===== config.mk =====
export PLATFORM = sky130hd
export DESIGN_NAME = mult_div_unit
export DESIGN_NICKNAME = d
export VERILOG_FILES = /design/src/rtl/mult_div_unit.sv
export SDC_FILE = /design/constraint.sdc
export NUM_CORES = 1
export LEC_CHECK = 0
export ABC_AREA = 1
export BUFFER_PORTS_ARGS = -buffer_cell sky130_fd_sc_hd__buf_2
export CAP_MARGIN = 20
export CORE_ASPECT_RATIO = 0.5
export CORE_MARGIN = 4
export CORE_UTILIZATION = 60
export CTS_BUF_LIST = sky130_fd_sc_hd__clkbuf_8
export DETAILED_ROUTE_END_ITERATION = 12
export PLACE_DENSITY = 0.77
export REMOVE_ABC_BUFFERS = 1
export SLEW_MARGIN = 40
export SYNTH_ARGS = -nofsm -noshare
export SYNTH_HDL_FRONTEND = slang
export SYNTH_SLANG_ARGS = --single-unit

===== constraint.sdc =====
create_clock -name clock -period 3.16 [get_ports clock]
set_clock_uncertainty 0.1 [all_clocks]
set_input_delay 0.474 -clock clock [delete_from_list [all_inputs] [get_ports clock]]
set_output_delay 0.474 -clock clock [all_outputs]
set_load 0.01 [all_outputs]

===== src/rtl/mult_div_unit.sv =====
// Iterative multiply/divide engine holding the Hi/Lo result registers.
// One result bit per RUN cycle: shift-add for multiply, restoring
// shift-subtract for divide, operating on magnitudes with sign fix-up after.
module mult_div_unit #(
    parameter int WIDTH = 32
) (
    input  logic             clock,
    input  logic             reset,
    input  logic             Start,
    input  logic             Op,
    input  logic             IsSigned,
    input  logic [WIDTH-1:0] A,
    input  logic [WIDTH-1:0] B,
    output logic [WIDTH-1:0] Hi,
    output logic [WIDTH-1:0] Lo,
    output logic             Busy,
    output logic             Done,
    output logic             DivZero
);

    localparam int CW = (WIDTH > 1) ? $clog2(WIDTH) : 1;
    localparam logic [CW-1:0]      CNT_LAST = CW'(WIDTH - 1);
    localparam logic [CW-1:0]      CNT_ZERO = {CW{1'b0}};
    localparam logic [CW-1:0]      CNT_ONE  = {{(CW-1){1'b0}}, 1'b1};
    localparam logic [WIDTH-1:0]   ZERO_W   = {WIDTH{1'b0}};
    localparam logic [WIDTH-1:0]   ONE_W    = {{(WIDTH-1){1'b0}}, 1'b1};
    localparam logic [2*WIDTH-1:0] ONE_2W   = {{(2*WIDTH-1){1'b0}}, 1'b1};

    typedef enum logic [2:0] {
        S_IDLE = 3'd0,
        S_PREP = 3'd1,
        S_RUN  = 3'd2,
        S_FIX  = 3'd3,
        S_DONE = 3'd4
    } state_t;

    state_t             state_r, state_s;
    logic               div_zero_s;
    logic               op_r, sgn_r, res_neg_r, dvd_neg_r;
    logic [WIDTH-1:0]   a_r, b_r, mb_r;
    logic [2*WIDTH-1:0] acc_r;
    logic [CW-1:0]      cnt_r;
    logic [WIDTH-1:0]   hi_r, lo_r;
    logic               busy_r, done_r, dz_r;

    logic [WIDTH-1:0]   ma_s, mb_s, addend_s, diff_s, quot_s, rem_s;
    logic [WIDTH:0]     sum_s, trial_s;
    logic               ge_s;
    logic [2*WIDTH-1:0] acc_step_s, prod_neg_s;
    logic [WIDTH-1:0]   fix_hi_s, fix_lo_s;

    assign Hi      = hi_r;
    assign Lo      = lo_r;
    assign Busy    = busy_r;
    assign Done    = done_r;
    assign DivZero = dz_r;

    // Next-state decode; a divide by zero skips straight to DONE.
    always_comb begin
        state_s    = state_r;
        div_zero_s = 1'b0;
        case (state_r)
            S_IDLE: begin
                if (Start) state_s = S_PREP;
                else       state_s = S_IDLE;
            end
            S_PREP: begin
                if (op_r && (b_r == ZERO_W)) begin
                    state_s    = S_DONE;
                    div_zero_s = 1'b1;
                end else begin
                    state_s = S_RUN;
                end
            end
            S_RUN: begin
                if (cnt_r == CNT_LAST) state_s = S_FIX;
                else                   state_s = S_RUN;
            end
            S_FIX:   state_s = S_DONE;
            S_DONE:  state_s = S_IDLE;
            default: state_s = S_IDLE;
        endcase
    end

    // State register plus registered handshake outputs derived from the next state.
    always_ff @(posedge clock or negedge reset) begin
        if (!reset) begin
            state_r <= S_IDLE;
            busy_r  <= 1'b0;
            done_r  <= 1'b0;
            dz_r    <= 1'b0;
        end else begin
            state_r <= state_s;
            busy_r  <= (state_s == S_PREP) || (state_s == S_RUN) || (state_s == S_FIX);
            done_r  <= (state_s == S_DONE);
            dz_r    <= div_zero_s;
        end
    end

    // Datapath arithmetic: magnitudes, one iteration step, and final sign fix-up.
    always_comb begin
        ma_s     = (sgn_r && a_r[WIDTH-1]) ? (~a_r + ONE_W) : a_r;
        mb_s     = (sgn_r && b_r[WIDTH-1]) ? (~b_r + ONE_W) : b_r;
        addend_s = acc_r[0] ? mb_r : ZERO_W;
        sum_s    = {1'b0, acc_r[2*WIDTH-1:WIDTH]} + {1'b0, addend_s};
        // Divide: acc holds {remainder, quotient}; trial is the remainder shifted left by one.
        trial_s  = acc_r[2*WIDTH-1:WIDTH-1];
        ge_s     = (trial_s >= {1'b0, mb_r});
        diff_s   = trial_s[WIDTH-1:0] - mb_r;
        if (op_r) begin
            acc_step_s = {(ge_s ? diff_s : trial_s[WIDTH-1:0]), acc_r[WIDTH-2:0], ge_s};
        end else begin
            acc_step_s = {sum_s, acc_r[WIDTH-1:1]};
        end
        prod_neg_s = ~acc_r + ONE_2W;
        quot_s     = acc_r[WIDTH-1:0];
        rem_s      = acc_r[2*WIDTH-1:WIDTH];
        if (op_r) begin
            fix_lo_s = res_neg_r ? (~quot_s + ONE_W) : quot_s;
            fix_hi_s = dvd_neg_r ? (~rem_s + ONE_W) : rem_s;
        end else if (res_neg_r) begin
            fix_hi_s = prod_neg_s[2*WIDTH-1:WIDTH];
            fix_lo_s = prod_neg_s[WIDTH-1:0];
        end else begin
            fix_hi_s = acc_r[2*WIDTH-1:WIDTH];
            fix_lo_s = acc_r[WIDTH-1:0];
        end
    end

    // Operand capture, iteration registers and Hi/Lo update on entry to DONE.
    always_ff @(posedge clock or negedge reset) begin
        if (!reset) begin
            op_r      <= 1'b0;
            sgn_r     <= 1'b0;
            a_r       <= ZERO_W;
            b_r       <= ZERO_W;
            mb_r      <= ZERO_W;
            acc_r     <= {ZERO_W, ZERO_W};
            cnt_r     <= CNT_ZERO;
            res_neg_r <= 1'b0;
            dvd_neg_r <= 1'b0;
            hi_r      <= ZERO_W;
            lo_r      <= ZERO_W;
        end else begin
            case (state_r)
                S_IDLE: begin
                    if (Start) begin
                        op_r  <= Op;
                        sgn_r <= IsSigned;
                        a_r   <= A;
                        b_r   <= B;
                    end
                end
                S_PREP: begin
                    mb_r      <= mb_s;
                    acc_r     <= {ZERO_W, ma_s};
                    cnt_r     <= CNT_ZERO;
                    res_neg_r <= sgn_r & (a_r[WIDTH-1] ^ b_r[WIDTH-1]);
                    dvd_neg_r <= sgn_r & a_r[WIDTH-1];
                end
                S_RUN: begin
                    acc_r <= acc_step_s;
                    cnt_r <= (cnt_r == CNT_LAST) ? CNT_ZERO : (cnt_r + CNT_ONE);
                end
                S_FIX: begin
                    hi_r <= fix_hi_s;
                    lo_r <= fix_lo_s;
                end
                default: begin
                end
            endcase
        end
    end

endmodule

### Yosys cells after proc, flatten, opt, wreduce, memory -nomap -nowiden

Cells that the tools add are included.

* bits of input ports: 69
* output and inout bits: 67
* register bits: 239
* logic and storage cells: 69

* reduce and logical (&&, ||, !) cells: 9
* magnitude comparators: 1
* eq/ne operators: 8
* bitwise gates (word level): 8
* add/sub/neg operators: 8
* muxes and demuxes: 20

Operators by type and width (number)
* two-way mux 32 bit: 10
* adder 32 x 1 -> 32 bit (second input constant): 4
* inverter 32 bit: 4
* case mux 64 bit (2 select lines): 1
* adder 64 x 1 -> 64 bit (second input constant): 1
* two-way mux 64 bit: 1
* inverter 64 bit: 1
* adder 32 x 32 -> 33 bit: 1
* greater-or-equal comparator 33 x 32 -> 1 bit: 1
* zero test 32 bit: 1
* subtractor 32 bit: 1
* == test 3 x 2 -> 1 bit (second input constant): 4
* case mux 3 bit (4 select lines): 1
* case mux 5 bit (2 select lines): 1
* == test 3 x 1 -> 1 bit (second input constant): 2
* adder 5 x 1 -> 5 bit (second input constant): 1
* == test 5 bit (second input constant): 1
* two-way mux 5 bit: 1
* two-way mux 1 bit: 4
* == test 3 bit (second input constant): 1
* logical AND 1 bit: 3
* zero test 3 bit: 1
* two-way mux 3 bit: 1
* bitwise AND 1 bit: 2
* 4 further kinds: 5

### Logic depth before layout (Yosys ltp)

Gate-level depths: netlist (run 1).

* depth in word-level cells: 7
* gate-level depth with buffers: 20
* depth with buffers taken out: 18

### Least setup slack after synthesis (run 1)

OpenSTA, ideal clock, no wires.

* path kind: register -> register
* from: register acc_r[0]
* to: register acc_r[53]
* required time: 2944 ps
* period minus slack after synthesis: 2654 ps
* setup slack: 506 ps
* setup time: 116 ps
* cell stages (with the launch flop): 20
* data arrival time: 2438 ps
* buffers on the path: 2
* cells stage by stage: dfrtp_1 buf_2 buf_1 nand2_1 inv_1 ha_1 inv_1 fa_1 o21ai_1 nand2_1 nand2_1 nand2_1 nand2_1 nand2_1 nand3_1 nand3_1 nand2_1 inv_1 nand2_1 nand2_1

* longest elaborated chain between the ends: 4

RTL lines
* start, declared: line 41 `logic [2*WIDTH-1:0] acc_r;`
* start signal, assigned: line 138 `acc_r <= {ZERO_W, ZERO_W};`
* start signal, assigned: line 156 `acc_r <= {ZERO_W, ma_s};`
* start signal, assigned: line 162 `acc_r <= acc_step_s;`
* two-way mux 32 bit: line 104 `addend_s = acc_r[0] ? mb_r : ZERO_W;`
* adder 32 x 32 -> 33 bit: line 105 `sum_s = {1'b0, acc_r[2*WIDTH-1:WIDTH]} + {1'b0, addend_s};`
* two-way mux 64 bit: line 110 `if (op_r) begin`
* case mux 64 bit (2 select lines): line 145 `case (state_r)`

Every way passes these cells.
A chain may end at the register's enable or synchronous reset.

### Final worst setup path (run 1)

* from: register acc_r[47]
* to: register acc_r[43]

* longest elaborated chain between the ends: 4

RTL lines
* greater-or-equal comparator 33 x 32 -> 1 bit: line 108 `ge_s = (trial_s >= {1'b0, mb_r});`
* two-way mux 32 bit: line 111 `acc_step_s = {(ge_s ? diff_s : trial_s[WIDTH-1:0]), acc_r[WIDTH-2:0], ge_s};`
* two-way mux 64 bit: line 110
* case mux 64 bit (2 select lines): line 145

Every way passes these cells.

==> results of run 1 <==
[sequential cells by signal, summed over array words and instances (netlist names)]
signal,count
acc_r,64
Hi,32
Lo,32
a_r,32
b_r,32
mb_r,32
cnt_r,5
state_r,3
Busy,1
DivZero,1
Done,1
dvd_neg_r,1
op_r,1
res_neg_r,1
sgn_r,1
[power groups by stage]
stage | Combinational (uW) | Clock (uW) | Sequential [uW]
final | 18000 | 2930 | 6230
after global routing | 19600 | 3060 | 6330
after CTS | 17300 | 2890 | 6100
after detailed placement | 17200 | 0 | 6120
after global placement | 16900 | 0 | 6110
after floorplan | 11200 | 0 | 5970
[per-layer routing]
layer  vias up  routed length, um
li1      10290                  -
met4         0               3835
met3       304               8999
met5         -                  0
met1     10190              30130
met2      1399              32790
[stage by stage]
stage          setup slack [ns]  TNS (ns)  area, um2  total power [uW]  cells
3_3_place_gp             0.1576         0      20800             22990   3637
6_report                 0.1393         0      22060             27140   3750
2_1_floorplan           -0.9433    -88.77      19000             17190   3003
5_1_grt                 0.01245         0      22050             28990   3749
3_5_place_dp             0.1892         0      20800             23280   3637
4_1_cts                  0.1604         0      22030             26310   3748
[kinds of logic after synthesis]
kind of cell / synth area share, %
XOR/XNOR: 4.101
AND/OR/NAND/NOR: 36.92
flip-flops: 30.77
adder cells (fa/ha/maj): 4.712
AO/OA/AOI/OAI: 13.25
buffers and inverters: 10.24
[final cells by class]
type / instances / area share (%)
sequential: 239 / 27.12
timing repair buffer: 250 / 7.783
multi-input combinational: 2350 / 52.10
clock buffer: 44 / 2.745
tap: 432 / 2.451
inverter: 414 / 7.062
antenna: 1 / 0.01134
clock inverter: 20 / 0.7317
[worst min path at each step]
stage | from | endpoint | slack [ns]
floorplan | reset | Busy | 0.08
global placement | Hi[30] | Hi[30] | 0.36
detailed placement | Hi[28] | Hi[28] | 0.36
CTS | B[6] | b_r[6] | 0.003
global route | IsSigned | sgn_r | 0.01
finish | A[15] | a_r[15] | 0.02
[worst max-delay path: cells and delay by family (launching register included)]
family,cells,cell delay (ns)
fa+ha+maj,1,0.45
flops,1,0.53
simple gates,11,1.61
buf+inv,2,0.19
[repair_timing]
item	CTS	global route
endpoints found under the hold margin	120	0
endpoints found under the setup margin	0	8
hold buffers	47	0
setup buffers	0	1
gates resized for setup	0	2
[cells in the final DEF (no fill, tap or decap), types with 70 or more instances in the layout]
cell type	count
dfrtp_1	238
buf_2	134
nand2_1	1012
a21oi_1	134
o21ai_0	236
xor2_1	74
ha_1	70
nand3_1	214
inv_1	406
nor2_1	327
==> run_results.csv, run 1 <==
group,metric,value,unit
timing,worst-slew-pin-transition,0.8220,ns
route,antenna_left,0,
setup_path,rr_endpoint,"acc_r[43]",
min_path,hold_class,"primary input to flop",
global_route,grt_overflow,0,
timing,finalHoldViolations,0,
setup_path,end_kind,"flop",
route,avgRoutedWirePerCell,20.20,um
cells_and_area,final_core_util,69.30,%
synth,avgSynthCellArea,6.264,um2
setup_path,rr_worst_depth,14,
clock_network,clock_latency_on_the_worst_skew_pair,0.60,ns
global_route,busiest_layer,"met2",
die,initial_utilization,61.07,%
die,io_pins,136,
setup_path,crit_path_cell_trace,"ha_1, nand2_1, nor2_1, nand2_1, inv_1, nand2_2, nand2_2, nand3_2, nand2_8, inv_4, nor2_8, nand2_1, nand3_1, nand2_1",
timing,finalHoldWorstSlack,0.01704,ns
timing,period_minus_slack,3.021,ns
placed_design,replace_congestion,1.059,
synth,yosys.cell_count.top_type,"nand2_1",
synth,yosysWarnings,0,
route,drt_first_iter_violations,2986,
global_route,met2_usage_grt,65.99,%
clock_network,cts-htree-levels,2,
setup_path,critical_path_cell_with_the_highest_stage_delay,"dfrtp_1",
timing,timing_max_transition_violations_final,0,
synth,yosysUniqueCellTypes,58,
cells_and_area,multiInputGateArea,11490,um2
pwr,switching_power,15560,uW
route,drt_pass1_iterations,6,
setup_path,timing.critical_path.from_type,"flop",
global_route,antenna_found_initial,2,
synth,ys_seq_elements,239,
clock_network,clk_root_buffer_cell,"clkbuf_8",
synth,async_flop_share,100.0,%
pwr,internal_power,11570,uW
setup_path,worstReg2RegStart,"acc_r[47]",
route,post_drt_via_cell_ratio,5.915,
setup_path,startpoint,"acc_r[47]",
run_status,run_status,"finished clean",
pwr,clock_share_of_power,10.8,%
timing,grt_setup_unrepaired,"false",
synth,synthFlopType,"dfrtp_1",
timing,setup_viol,0,
global_route,grt_pass1_wl,116.2,mm
pwr,sw_share,57.35,%
setup_path,worstSetupEndpoint,"acc_r[43]",
pwr,power_frac_comb,66.2,%
route,route.vias.total,22180,
setup_path,cpMostUsedCell,"nand2_1",
placed_design,dp_hpwl,56.33,mm
cells_and_area,seq_area,5982,um2
setup_path,max_stage_delay,0.53,ns
synth,synth_area_leader_cell,"dfrtp_1",
synth,post_synth_instance_area,19440,um2
die,fp.dieH,135.3,um
pwr,leakagePower,0.01162,uW
placed_design,io_buffers,135,
pwr,power.sequential.fraction,23.0,%
die,cell_row_count,46,
synth,synthDominantCellAreaShare,30.77,%
clock_network,cts.sinks,239,
die,chipWidth,262.5,um
synth,synth_top_cells_by_count,"nand2_1, inv_1, nor2_1",
global_route,grt_util_all_layers,41.53,%
synth,synth_edf_count,0,
synth,number_of_instances_in_the_synthesized_netlist,3103,
clock_network,cts.path.max_buffers,3,
global_route,gr-usage-met1,54.30,%
clock_network,cts.reportedPaths.clkPinSlew,0.08,ns
timing,clock.fmax,0.3311,GHz
synth,yosys-top-cells-area,"dfrtp_1, nand2_1, inv_1",
global_route,grt_max_degree,80,
setup_path,worst_ep_arrival_time,3.40,ns
timing,slew_headroom,44.86,%
cells_and_area,final_net_count,3433,
timing,final_min_period_over_clock_period,95.59,%
synth,ys_seq_area_share,30.77,%
clock_network,tritoncts.num_buffers,37,
setup_path,setup.worst_path.class,"flop to flop",
cells_and_area,filler_cell_count,2740,
cells_and_area,drive_above_1_share,9.979,%
global_route,met3_usage,10.87,%
run,max_cap_violations,0,
pwr,vdd_drop_max,0.0007588,V
setup_path,ff2ff_setup_slack,0.14,ns
global_route,number_of_global_route_vias_before_repair,21010,
die,die-area,35510,um2
setup_path,crit_fanout,20,
pwr,pwr_density_cell,1230,nW/um2
route,drt-total-wl,75.75,mm
die,coreArea,31830,um2
cells_and_area,area.growth.synth_to_final,13.49,%
route,detail_route.drc_violations,0,
clock_network,cts_tree,"done",
setup_path,timing.critical_path.required,3.54,ns
min_path,min_path_cells,3,
Note: power is estimated with default switching activity, not from simulation.
==> run 2: changes to the inputs <==
--- a/config.mk
+++ b/config.mk
@@ -10,10 +10,10 @@
 export CAP_MARGIN = 20
 export CORE_ASPECT_RATIO = 0.5
 export CORE_MARGIN = 4
-export CORE_UTILIZATION = 60
+export CORE_UTILIZATION = 30
 export CTS_BUF_LIST = sky130_fd_sc_hd__clkbuf_8
 export DETAILED_ROUTE_END_ITERATION = 12
-export PLACE_DENSITY = 0.77
+export PLACE_DENSITY = 0.45
 export REMOVE_ABC_BUFFERS = 1
 export SLEW_MARGIN = 40
 export SYNTH_ARGS = -nofsm -noshare
==> constraint.sdc (replaced) <==
create_clock -name clock -period 2.6 [get_ports clock]
set_clock_uncertainty 0.1 [all_clocks]
set_input_delay 0.39 -clock clock [delete_from_list [all_inputs] [get_ports clock]]
set_output_delay 0.39 -clock clock [all_outputs]
set_load 0.01 [all_outputs]
==> run_results.csv, run 2 (synthesis gave the netlist of run 1 again) <==
group,metric,value,unit
run_status,run_status,"complete, but fails checks",
run_status,failed_checks,"negative setup slack",
cells_and_area,diodes,0,
global_route,grt_max_degree,82,
clock_network,cts.path.max_buffers,3,
setup_path,worst_ep_arrival_time,3.08,ns
setup_path,timing.critical_path.required,3.03,ns
global_route,grt_pass1_wl,130.5,mm
die,fp.dieH,188.0,um
die,initial_utilization,30.56,%
timing,final_min_period_over_clock_period,101.9,%
min_path,hold_class,"primary input to asynchronous set/reset pin",
pwr,finalPower,39810,uW
pwr,pwr_density_cell,1498,nW/um2
die,cell_row_count,65,
die,coreArea,63600,um2
timing,finalHoldWorstSlack,0.1568,ns
global_route,antenna_found_initial,0,
clock_network,cts-htree-levels,2,
cells_and_area,layout_common_cells,"nand2_1, inv_1, buf_4, nor2_1, dfrtp_1",
setup_path,crit_path_cell_trace,"buf_12, buf_12, nand2_4, inv_4, ha_4, nand2_4, nor2_4, inv_1, nor3_1, inv_1, nor3_4, nand2_4, nand3_2, nand3_2, nand3_2, nand2_2",
route,drt-total-wl,86.08,mm
cells_and_area,flip_flop_count_of_the_largest_register_after_layout,64,
timing,setup_viol,1,
setup_path,crit_fanout,8,
timing,worst_slack,-0.04925,ns
setup_path,setup.worst_path.class,"flop to flop",
die,chipWidth,368.0,um
placed_design,dp_hpwl,66.81,mm
clock_network,cts.reportedPaths.clkPinSlew,0.08,ns
cells_and_area,final_net_count,3715,
setup_path,critical_path_cell_with_the_highest_stage_delay,"dfrtp_2",
route,route.vias.total,21970,
cells_and_area,commonest_non_fill_non_tap_cell_in_the_layout,"nand2_1",
cells_and_area,drive_above_1_share,24.38,%
global_route,grt_overflow,0,
route,post_drt_via_cell_ratio,4.912,
clock_network,clock_latency_on_the_worst_skew_pair,0.66,ns
timing,timing_max_transition_violations_final,0,
route,detail_route.drc_violations,0,
timing,period_minus_slack,2.649,ns
setup_path,crit_path_leading_delay_family,"simple AND/OR/NAND/NOR gates",
setup_path,startpoint,"acc_r[0]",
timing,slew_headroom,41.65,%
clock_network,cts.sinks,239,
setup_path,max_stage_delay,0.52,ns
setup_path,timing.critical_path.buf_inv,5,
timing,grt_setup_unrepaired,"true",
timing,clock.fmax,0.3775,GHz
clock_network,cts_tree,"done",
global_route,grt_util_all_layers,24.27,%
setup_path,end_kind,"flop",
setup_path,worstReg2RegStart,"acc_r[0]",
clock_network,clk_root_buffer_cell,"clkbuf_8",
route,drt_pass1_iterations,5,
cells_and_area,final_core_util,41.80,%
route,antenna_left,0,
run,max_cap_violations,0,
die,io_pins,136,
route,avgRoutedWirePerCell,19.24,um
timing,finalHoldViolations,0,
cells_and_area,max_flop_register,"acc_r",
clock_network,tritoncts.num_buffers,42,
pwr,vdd_drop_max,0.0006262,V
timing,worst-slew-pin-transition,0.8752,ns
global_route,number_of_global_route_vias_before_repair,21610,
cells_and_area,area.growth.synth_to_final,36.77,%
route,drt_first_iter_violations,1971,
setup_path,timing.critical_path.from_type,"flop",
die,die-area,69170,um2
placed_design,io_buffers,135,
timing,tns,-0.04925,ns
pwr,leakagePower,0.01334,uW
placed_design,replace_congestion,0.9389,
run 2: cell count changes in the layout (fill, tap and decap cells not counted), moves of 21 or more:
cell     delta
nand2_4    +21
inv_1      -22
nand2_2    +57
ha_4       +44
ha_1       -47
nand2_1    -78
nor2_2     +26
nand3_2    +24
buf_4     +239
nand3_1    -26
nor2_1     -41
a21oi_2    +33
a21oi_1    -37
run 2: stage by stage:
stage / setup WS (ns) / area (um2) / instances
final: -0.04925 / 26580 / 4473
after global routing: -0.1291 / 26580 / 4473
after CTS: -0.03987 / 25110 / 4447
after detailed placement: -0.2812 / 23190 / 4303
after global placement: -0.3077 / 23190 / 4303
after floorplan: -1.503 / 19000 / 3003
run 2: layout make-up:
cell class | count | area, um2
flip-flops and latches | 239 | 5993
fillers | 6910 | 37020
clock buffers | 50 | 688.2
clock inverters | 22 | 178.9
repair buffers | 527 | 4051
well taps | 871 | 1090
inverters | 414 | 1569
multi-input cells | 2350 | 13010
run 2: routing by layer:
metal | part of all wire (%) | wire (um) | vias to the layer above | global-route usage (%)
li1 | - | - | 10860 | -
met1 | 49 | 42360 | 10440 | 35.95
met2 | 43 | 36820 | 562 | 37.60
met3 | 5.6 | 4785 | 109 | 3.103
met4 | 2.5 | 2116 | 0 | 5.289
met5 | 0 | 0 | - | 0
run 2: power by group:
part           total [uW]  switching [uW]  internal (uW)  leakage, uW
Combinational       28600           17500          11100      0.00992
Sequential           7260            1760           5500      0.00294
Clock                3950            1980           1970     0.000490
Total               39800           21300          18500       0.0133
run 2: path summary, 6_finish.rpt:
path	end	slack, ns	depth (start not counted)
worst min register to register	Lo[14]	0.37	2
worst max-delay path	acc_r[59]	-0.05	16
worst min-delay path	b_r[1]	0.16	2
min in group clock	op_r	0.19	4
max in group asynchronous	Lo[6]	1.45	3
worst max register to register	acc_r[59]	-0.05	16
run 2: what timing repair did:
action                                  4_1_cts  5_1_grt
hold endpoints to repair                    139        0
pin swaps                                     9       80
setup buffers                                 5       24
hold buffers                                 67        0
endpoints found under the setup margin       28       66
gates cloned                                  0        3
resized for setup                            78      295
run 2: worst register-to-register path: cells and delay by family, from the launching register on:
kind,cells,cell delay (ns)
buffers and inverters,5,0.55
adders and majority gates,1,0.30
and+or+nand+nor,10,1.06
DFF,1,0.52
==> run 3: changes to the inputs <==
==> constraint.sdc (replaced) <==
create_clock -name clock -period 2.16 [get_ports clock]
set_clock_uncertainty 0.1 [all_clocks]
set_input_delay 0.324 -clock clock [delete_from_list [all_inputs] [get_ports clock]]
set_output_delay 0.324 -clock clock [all_outputs]
set_load 0.01 [all_outputs]
==> run_results.csv, run 3 (synthesis gave the netlist of run 1 again) <==
group,metric,value,unit
run_status,run_status,"complete, but fails checks",
run_status,failed_checks,"negative setup slack",
global_route,grt_pass1_wl,133.4,mm
clock_network,clk_root_buffer_cell,"clkbuf_8",
route,drt_pass1_iterations,5,
die,cell_row_count,65,
clock_network,cts.path.max_buffers,3,
cells_and_area,diodes,0,
cells_and_area,drive_above_1_share,40.36,%
cells_and_area,finalNonFillerCells,4825,
placed_design,pre_cts_ws,-0.7484,ns
cells_and_area,final_core_util,49.82,%
placed_design,placed_cells,4585,
cells_and_area,flip_flop_count_of_the_largest_register_after_layout,64,
placed_design,replace_congestion,0.9650,
route,route.vias.total,23430,
die,io_pins,136,
pwr,vdd_drop_max,0.0007218,V
timing,setup_viol,82,
global_route,grt_overflow,0,
global_route,number_of_global_route_vias_before_repair,22990,
global_route,grt_util_all_layers,24.65,%
cells_and_area,layout_common_cells,"nand2_1, buf_4, inv_1, nor2_1, dfrtp_1",
global_route,grt_max_degree,85,
route,avgRoutedWirePerCell,18.31,um
pwr,leakagePower,0.01572,uW
route,antenna_left,0,
setup_path,max_stage_delay,0.44,ns
timing,slew_headroom,51.35,%
setup_path,end_kind,"flop",
cells_and_area,commonest_non_fill_non_tap_cell_in_the_layout,"nand2_1",
clock_network,tritoncts.num_buffers,44,
timing,clock.fmax,0.3905,GHz
placed_design,cell_area_reported_after_detailed_placement,25410,um2
route,detail_route.drc_violations,0,
route,drt_first_iter_violations,1594,
setup_path,setup.worst_path.class,"flop to flop",
clock_network,cts_tree,"done",
timing,finalHoldViolations,0,
die,chipWidth,368.0,um
global_route,antenna_found_initial,0,
setup_path,critical_path_cell_with_the_highest_stage_delay,"dfrtp_2",
timing,timing_max_transition_violations_final,0,
clock_network,cts-htree-levels,2,
setup_path,timing.critical_path.required,2.64,ns
cells_and_area,filler_cell_count,6528,
die,coreArea,63600,um2
min_path,hold_class,"primary input to asynchronous set/reset pin",
clock_network,clock_latency_on_the_worst_skew_pair,0.65,ns
pwr,pwr_density_cell,1802,nW/um2
timing,final_min_period_over_clock_period,118.6,%
setup_path,crit_path_cell_trace,"buf_12, buf_6, nand2_1, inv_1, ha_4, nand2_4, nor2_4, inv_2, nor3_4, buf_6, nand4_1, nand3_1, nand2_1, nand3_1, nand4_1, nand2_1",
setup_path,worst_ep_arrival_time,3.04,ns
placed_design,io_buffers,135,
route,drt-total-wl,88.32,mm
cells_and_area,max_flop_register,"acc_r",
route,post_drt_via_cell_ratio,4.856,
cells_and_area,final_net_count,4066,
timing,worst-slew-pin-transition,0.7221,ns
timing,worst_slack,-0.4011,ns
die,fp.dieH,188.0,um
setup_path,crit_fanout,14,
placed_design,dp_hpwl,67.38,mm
timing,period_minus_slack,2.561,ns
setup_path,cpMostUsedCell,"nand2_1",
timing,grt_setup_unrepaired,"true",
cells_and_area,design_area,31680,um2
clock_network,cts.sinks,239,
cells_and_area,area.growth.synth_to_final,63.00,%
run,max_cap_violations,0,
die,initial_utilization,30.56,%
die,die-area,69170,um2
setup_path,timing.critical_path.from_type,"flop",
clock_network,cts.reportedPaths.clkPinSlew,0.07,ns
==> run 3: cell type report <==
class | count | area [um2] | area share (%)
inverter | 414 | 1582 | 4.992
sequential | 239 | 6018 | 19.00
timing repair buffer | 876 | 7079 | 22.35
clock inverter | 22 | 121.4 | 0.3831
multi-input combinational | 2350 | 15060 | 47.54
clock buffer | 53 | 729.5 | 2.302
tap | 871 | 1090 | 3.440
==> run 3: power by group <==
| group | switching (uW) | leakage (uW) | internal [uW] |
|---|---|---|---|
| clock | 2250 | 0.000484 | 2240 |
| sequential | 2030 | 0.00291 | 6650 |
| combinational | 24500 | 0.0123 | 19400 |
==> run 3: through the flow <==
stage               total power (uW)  hold WS (ns)  TNS, ns
CTS                            53210       0.06697   -18.76
global placement               43260        0.1490   -27.50
floorplan                      25140      -0.07159  -273.80
global route                   61420       0.09875   -27.30
finish                         57100       0.09959   -18.33
detailed placement             43290        0.1511   -27.01
==> run 3: worst paths after layout <==
| path | slack (ns) | cells after the start | start | endpoint |
|---|---|---|---|---|
| min | 0.1 | 2 | reset | b_r[3] |
| min reg2reg | 0.37 | 2 | Lo[14] | Lo[14] |
| max reg2reg | -0.40 | 16 | acc_r[0] | acc_r[50] |
| min in group clock | 0.14 | 3 | Start | op_r |
| max | -0.40 | 16 | acc_r[0] | acc_r[50] |
| max in group asynchronous | 1.18 | 3 | reset | acc_r[57] |
==> run 3: layer usage <==
layer	vias to the layer above	share of wire, %	GRT usage [%]
met1	11170	48	34.81
met3	132	5.0	3.253
met4	0	2.6	5.896
met5	-	0	0
li1	11580	-	-
met2	554	45	39.95
==> run 3: repair_timing <==
action | in CTS | in global routing
setup buffers | 65 | 40
hold endpoints to repair | 305 | 0
resized for setup | 476 | 536
hold buffers | 67 | 0
gates cloned | 5 | 0
pin swaps | 87 | 235
setup endpoints to repair | 106 | 117
==> run 3: critical path: cells and delay by family, from the launching register on <==
| kind | cells | cell delay (ns) |
|---|---|---|
| AND/OR/NAND/NOR | 10 | 1.09 |
| adder cells (fa/ha/maj) | 1 | 0.30 |
| flip-flops | 1 | 0.44 |
| buffers and inverters | 5 | 0.56 |
